[src/rtl/run_controller_if.sv]
// Handshake bundle between the bench pins and run_controller.
// master: bench side (drives start/halt); slave: controller side.
interface run_controller_if #(
  parameter int unsigned CNT_W = 16
) ();
  logic             start;
  logic             halt;
  logic             core_clear;
  logic             pc_en;
  logic             busy;
  logic             done;
  logic             timeout;
  logic [CNT_W-1:0] cycle_count;

  modport master (
    output start, halt,
    input  core_clear, pc_en, busy, done, timeout, cycle_count
  );

  modport slave (
    input  start, halt,
    output core_clear, pc_en, busy, done, timeout, cycle_count
  );
endinterface

[src/rtl/run_controller.sv]
// run_controller: START/HOLD/PROGRAM sequencer for the 9-bit-ISA core.
// Clears the core, holds while start is high, enables PC/architectural writes
// until halt, then reports done. Counts RUN cycles (saturating).
// Optional watchdog: define RUN_CTRL_WATCHDOG_EN to end a run after MAX_CYCLES
// RUN cycles with timeout set; otherwise timeout is tied low.
module run_controller #(
  parameter int unsigned CNT_W      = 16,
  parameter int unsigned CLR_CYCLES = 2,
  parameter int unsigned MAX_CYCLES = 16'hFFFF
) (
  input  logic              clk,
  input  logic              reset,  // synchronous, active low
  run_controller_if.slave   bus
);

  localparam int unsigned     ClrW    = (CLR_CYCLES > 1) ? $clog2(CLR_CYCLES) : 1;
  localparam logic [ClrW-1:0] ClrLast = ClrW'(CLR_CYCLES - 1);
  localparam logic [CNT_W-1:0] CntMax = '1;

  typedef enum logic [2:0] {
    StIdle,
    StClear,
    StHold,
    StRun,
    StDone
  } state_e;

  state_e            state_q;
  logic [ClrW-1:0]   clr_cnt_q;
  logic [CNT_W-1:0]  cycle_count_q;
  logic [CNT_W-1:0]  cycle_count_inc;

  // Saturating increment of the RUN cycle counter.
  always_comb begin
    cycle_count_inc = cycle_count_q;
    if (cycle_count_q != CntMax) begin
      cycle_count_inc = cycle_count_q + 1'b1;
    end
  end

`ifdef RUN_CTRL_WATCHDOG_EN
  logic timeout_q;
  logic wd_hit;
  // Watchdog fires on the edge that would make the count reach MAX_CYCLES.
  assign wd_hit = ((32'(cycle_count_q) + 32'd1) == 32'(MAX_CYCLES));
`else
  logic unused_max_cycles;
  assign unused_max_cycles = ^MAX_CYCLES;
`endif

  // Sequencer state, clear counter, cycle counter and timeout flag.
  always_ff @(posedge clk) begin
    if (!reset) begin
      state_q       <= StIdle;
      clr_cnt_q     <= '0;
      cycle_count_q <= '0;
`ifdef RUN_CTRL_WATCHDOG_EN
      timeout_q     <= 1'b0;
`endif
    end else begin
      unique case (state_q)
        StIdle: begin
          if (bus.start) begin
            state_q   <= StClear;
            clr_cnt_q <= '0;
          end
        end
        StClear: begin
          // start is deliberately ignored until the clear completes
          if (clr_cnt_q == ClrLast) begin
            state_q <= StHold;
          end else begin
            clr_cnt_q <= clr_cnt_q + 1'b1;
          end
        end
        StHold: begin
          if (!bus.start) begin
            state_q       <= StRun;
            cycle_count_q <= '0;
          end
        end
        StRun: begin
          // Every RUN edge counts, including the halting/aborting one.
          cycle_count_q <= cycle_count_inc;
          if (bus.start) begin
            state_q   <= StClear;
            clr_cnt_q <= '0;
          end else if (bus.halt) begin
            state_q <= StDone;
`ifdef RUN_CTRL_WATCHDOG_EN
          end else if (wd_hit) begin
            state_q       <= StDone;
            timeout_q     <= 1'b1;
            cycle_count_q <= CNT_W'(MAX_CYCLES);
`endif
          end
        end
        StDone: begin
          if (bus.start) begin
            state_q   <= StClear;
            clr_cnt_q <= '0;
`ifdef RUN_CTRL_WATCHDOG_EN
            timeout_q <= 1'b0;
`endif
          end
        end
        default: begin
          state_q <= StIdle;
        end
      endcase
    end
  end

  // Moore outputs decoded from the state register.
  assign bus.core_clear  = (state_q == StClear);
  assign bus.pc_en       = (state_q == StRun);
  assign bus.busy        = (state_q == StClear) || (state_q == StHold) || (state_q == StRun);
  assign bus.done        = (state_q == StDone);
  assign bus.cycle_count = cycle_count_q;
`ifdef RUN_CTRL_WATCHDOG_EN
  assign bus.timeout     = timeout_q;
`else
  assign bus.timeout     = 1'b0;
`endif

endmodule

[src/flat_wrapper.sv]
// flat-port wrapper written by rule: the top's interface ports become plain ports
module run_controller_flat 
#(
  parameter int unsigned CNT_W      = 16,
  parameter int unsigned CLR_CYCLES = 2,
  parameter int unsigned MAX_CYCLES = 16'hFFFF
)
  (clk, reset, bus_start, bus_halt, bus_core_clear, bus_pc_en, bus_busy, bus_done, bus_timeout, bus_cycle_count);
  run_controller_if #(.CNT_W(CNT_W)) bus_i ();
  input  logic clk;
  input  logic reset;
  input wire logic [$bits(bus_i.start)-1:0] bus_start;
  input wire logic [$bits(bus_i.halt)-1:0] bus_halt;
  output wire logic [$bits(bus_i.core_clear)-1:0] bus_core_clear;
  output wire logic [$bits(bus_i.pc_en)-1:0] bus_pc_en;
  output wire logic [$bits(bus_i.busy)-1:0] bus_busy;
  output wire logic [$bits(bus_i.done)-1:0] bus_done;
  output wire logic [$bits(bus_i.timeout)-1:0] bus_timeout;
  output wire logic [$bits(bus_i.cycle_count)-1:0] bus_cycle_count;
  assign bus_i.start = bus_start;
  assign bus_i.halt = bus_halt;
  assign bus_core_clear = bus_i.core_clear;
  assign bus_pc_en = bus_i.pc_en;
  assign bus_busy = bus_i.busy;
  assign bus_done = bus_i.done;
  assign bus_timeout = bus_i.timeout;
  assign bus_cycle_count = bus_i.cycle_count;
  run_controller #(.CNT_W(CNT_W), .CLR_CYCLES(CLR_CYCLES), .MAX_CYCLES(MAX_CYCLES)) u_core (.clk(clk), .reset(reset), .bus(bus_i));
endmodule
[config.mk]
export PLATFORM = sky130hd
export DESIGN_NAME = run_controller_flat
export DESIGN_NICKNAME = d
export VERILOG_FILES = /design/src/rtl/run_controller_if.sv /design/src/rtl/run_controller.sv /design/src/flat_wrapper.sv
export SDC_FILE = /design/constraint.sdc
export NUM_CORES = 1
export LEC_CHECK = 0
export CORE_MARGIN = 2
export CORE_UTILIZATION = 36
export CTS_BUF_LIST = sky130_fd_sc_hd__clkbuf_16
export CTS_CLUSTER_DIAMETER = 120
export DETAILED_ROUTE_END_ITERATION = 7
export GPL_ROUTABILITY_DRIVEN = 0
export GPL_TIMING_DRIVEN = 0
export MAX_ROUTING_LAYER = met4
export SYNTH_ARGS = -nofsm -noshare
export SYNTH_HDL_FRONTEND = slang
export SYNTH_SLANG_ARGS = --single-unit
[constraint.sdc]
create_clock -name clk -period 2.2 [get_ports clk]
set_input_delay 0.55 -clock clk [delete_from_list [all_inputs] [get_ports clk]]
set_output_delay 0.55 -clock clk [all_outputs]
set_load 0.02 [all_outputs]
==> results_dict.tcl <==
set metrics [dict create \
    io_pins 25 \
    grt_pass1_wl_mm 5.66 \
    async_flop_share_pct 0 \
    synth.cell_area_sq_um 1230 \
    power_uw 825 \
    diodes 0 \
    ctsRootBufferMaster "clkbuf_16" \
    first_global_vias 1235 \
    fin_area_sq_um 1600 \
    cts_hold_buf 0 \
    clock_sinks 20 \
    core_sq_um 3310 \
    drive_gt1_share_pct 7.18 \
    clkLatencyLatePin_ns 0.25 \
    fin_cells 227 \
    vias 1324 \
    p_leak_uw 0.000577 \
    cts_tree "yes" \
    drc 0 \
    synthDistinctLibCells 46 \
    numCtsBuffers 3 \
    syn-instance-count 156 \
    rrSetupSlack_ns 0.18 \
    dp_hpwl_mm 2.44 \
    worst_path_largest_cell_delay_ns 0.60 \
    min_period_over_period_pct 92.1 \
    grt_usage_pct 18.1 \
    wl_per_cell_um 15.0 \
    status "finished, final reports clean" \
    cpMaxStageDelayCell "clkdlybuf4s50_1" \
    vias_per_cell 5.83 \
    ir_worst_vdd_v 0.000227 \
    cap_viol_max_count 0 \
    fmax_mhz 493 \
    hold_end "u_core.bus.cycle_count[14]" \
    syn2layout_area_growth_pct 30.3 \
    die-area_sq_um 3890 \
    period_needed_ns 2.03 \
    cts_buffer_depth 2 \
    hold_violations 0 \
    grt_max_degree 20 \
    cp.required_ns 1.65 \
    fillers 351 \
    dpl_cell_area_sq_um 1500 \
    max_slew.worst_pin.slew_ns 0.692 \
    pwr_density_cell_nw_per_um2 516 \
    dieWidth_um 62.4 \
    min_from "u_core.bus.cycle_count[14]" \
    initial_core_util_pct 37.1 \
    endpoint_kind "output port" \
    maxSlewHeadroom_pct 53.5 \
    hold_path.class "flip-flop to flip-flop" \
    antenna_found_initial 0 \
    grt.overflow.total 0 \
    clk_pin_slew_ns 0.06 \
    cp-start-kind "flip-flop" \
    synth_edf_count 0 \
    cp_max_fo 7 \
    ys_top_cells_by_area "dfxtp_1 33%, nand2_1 5.2%, nand3_1 4.5%, and4_1 3.6%, a31oi_1 3.1%" \
    synth-main-ff-cell "dfxtp_1" \
    ys_warn_count 0 \
    synth.top_cell.area_share_pct 32.6 \
    r2r_end "u_core.bus.cycle_count[8]" \
    r2r_cells 5 \
    ant_nets 0 \
    h-tree-depth 1 \
    drt-initial-drc-count 68 \
    die_y_um 62.4 \
    wl_mm 3.41 \
    final-setup-viol-count 0 \
    min_path_cells 1 \
    rows 21 \
    fin_skew_ns 0.00227 \
    synth_top_area_cell "dfxtp_1" \
    yosysSeqAreaShare_pct 32.6 \
    syn_area_per_cell_sq_um 7.87 \
    crit_type "flip-flop to output port" \
    worstPathArrival_ns 1.48 \
    path_cells "nand2b_1 > nor2_1 > clkdlybuf4s50_1" \
    syn_nets 161 \
    dp.cells 223 \
    ys_seq_elements 20 \
    final_util_pct 48.3 \
    dr.pass1.iters 4 \
    portBuffers 21 \
    rr_startpoint "u_core.bus.cycle_count[0]" \
    final_nets 188 \
    drv_slew 0 \
]
-- layout make-up --
class                      count  area (sq um)  share of cell area [%]
multi-input combinational    122           777                    48.6
sequential                    20           402                    25.1
timing repair buffer          23           229                    14.3
clock buffer                   3          75.1                    4.69
tap                           46          57.6                    3.60
buffer                         9          38.8                    2.43
inverter                       4          20.0                    1.25
-- worst max-delay path by stage --
stage	slack, ns	to	from	depth (start not counted)
after floorplan	0.35	u_core.bus.cycle_count[14]	u_core.bus.cycle_count[0]	5
after global placement	-0.36	bus_pc_en	u_core.state_q[1]	5
after detailed placement	-0.32	bus_pc_en	u_core.state_q[1]	5
after CTS	0.02	bus_busy	u_core.state_q[1]	4
after global routing	-0.02	u_core.bus.cycle_count[8]	u_core.bus.cycle_count[0]	5
final	0.17	bus_core_clear	u_core.state_q[2]	3
-- sequential cells by signal, indices dropped and copies added, names as in the netlist --
name                    count
u_core.state_q              3
u_core.clr_cnt_q            1
u_core.bus.cycle_count     16
-- placed cells by master, fill, tap and decap left out, types with 4 or more instances in the layout --
cell / count
clkdlybuf4s50_1: 18
clkbuf_1: 7
dfxtp_1: 19
nand4_1: 6
nand3_1: 11
a31oi_1: 6
o21ai_0: 6
a21oi_1: 7
nor2_1: 10
o22ai_1: 4
and4_1: 5
nand2b_1: 4
a221oi_1: 4
nand2_1: 17
-- metal layers --
metal	up-vias	GRT usage (%)	share of wire, %
met5	-	-	0
met4	0	9.72	2.9
met3	12	2.34	3.7
met2	45	28.5	46
met1	608	22.8	47
li1	659	-	-
-- stage by stage --
stage          TNS [ns]  hold slack, ns  setup slack (ns)
5_1_grt         -0.0215           0.540           -0.0215
6_report              0           0.484             0.173
2_1_floorplan         0           0.485             0.350
4_1_cts               0           0.488            0.0163
3_3_place_gp     -0.361           0.449            -0.361
3_5_place_dp     -0.316           0.475            -0.316
-- cell families after synthesis --
family | count (synthesis) | synth area share, %
buf+inv | 14 | 4.69
simple gates | 73 | 34.4
compound gates | 44 | 24.7
mux | 2 | 1.63
fa+ha+maj | 1 | 1.02
xor+xnor | 1 | 0.714
flops | 20 | 32.6
other cells | 1 | 0.306
-- synth_stat cells (all sizes together) (3+ instances only) --
library cell,n
and2,3
a211oi,3
nor3,3
dfxtp,20
nand2,17
and3,3
nand3,11
clkbuf,8
nand4,6
nor4,4
a31oi,6
a21oi,8
o22ai,4
o21ai,6
a221oi,4
nand2b,4
and4,5
inv,3
nor2,10
-- report_power, final --
group	total, uW	leakage (uW)	internal, uW	switching [uW]
logic	73.7	0.000378	29.8	43.9
clock network	376	0.0000370	240	136
registers	375	0.000162	368	7.25
total	825	0.000577	638	187
-- repair_timing --
action | CTS | global route
gates resized for setup | 4 | 3
setup buffers | 0 | 2
setup endpoints to repair | 2 | 7
pin swaps | 0 | 1
-- critical path, delay by kind of cell (launching register included) --
kind | cells | cell delay, ns
buf+inv | 1 | 0.60
flops | 1 | 0.36
simple gates | 2 | 0.27
Note: power is estimated with default switching activity, not from simulation.
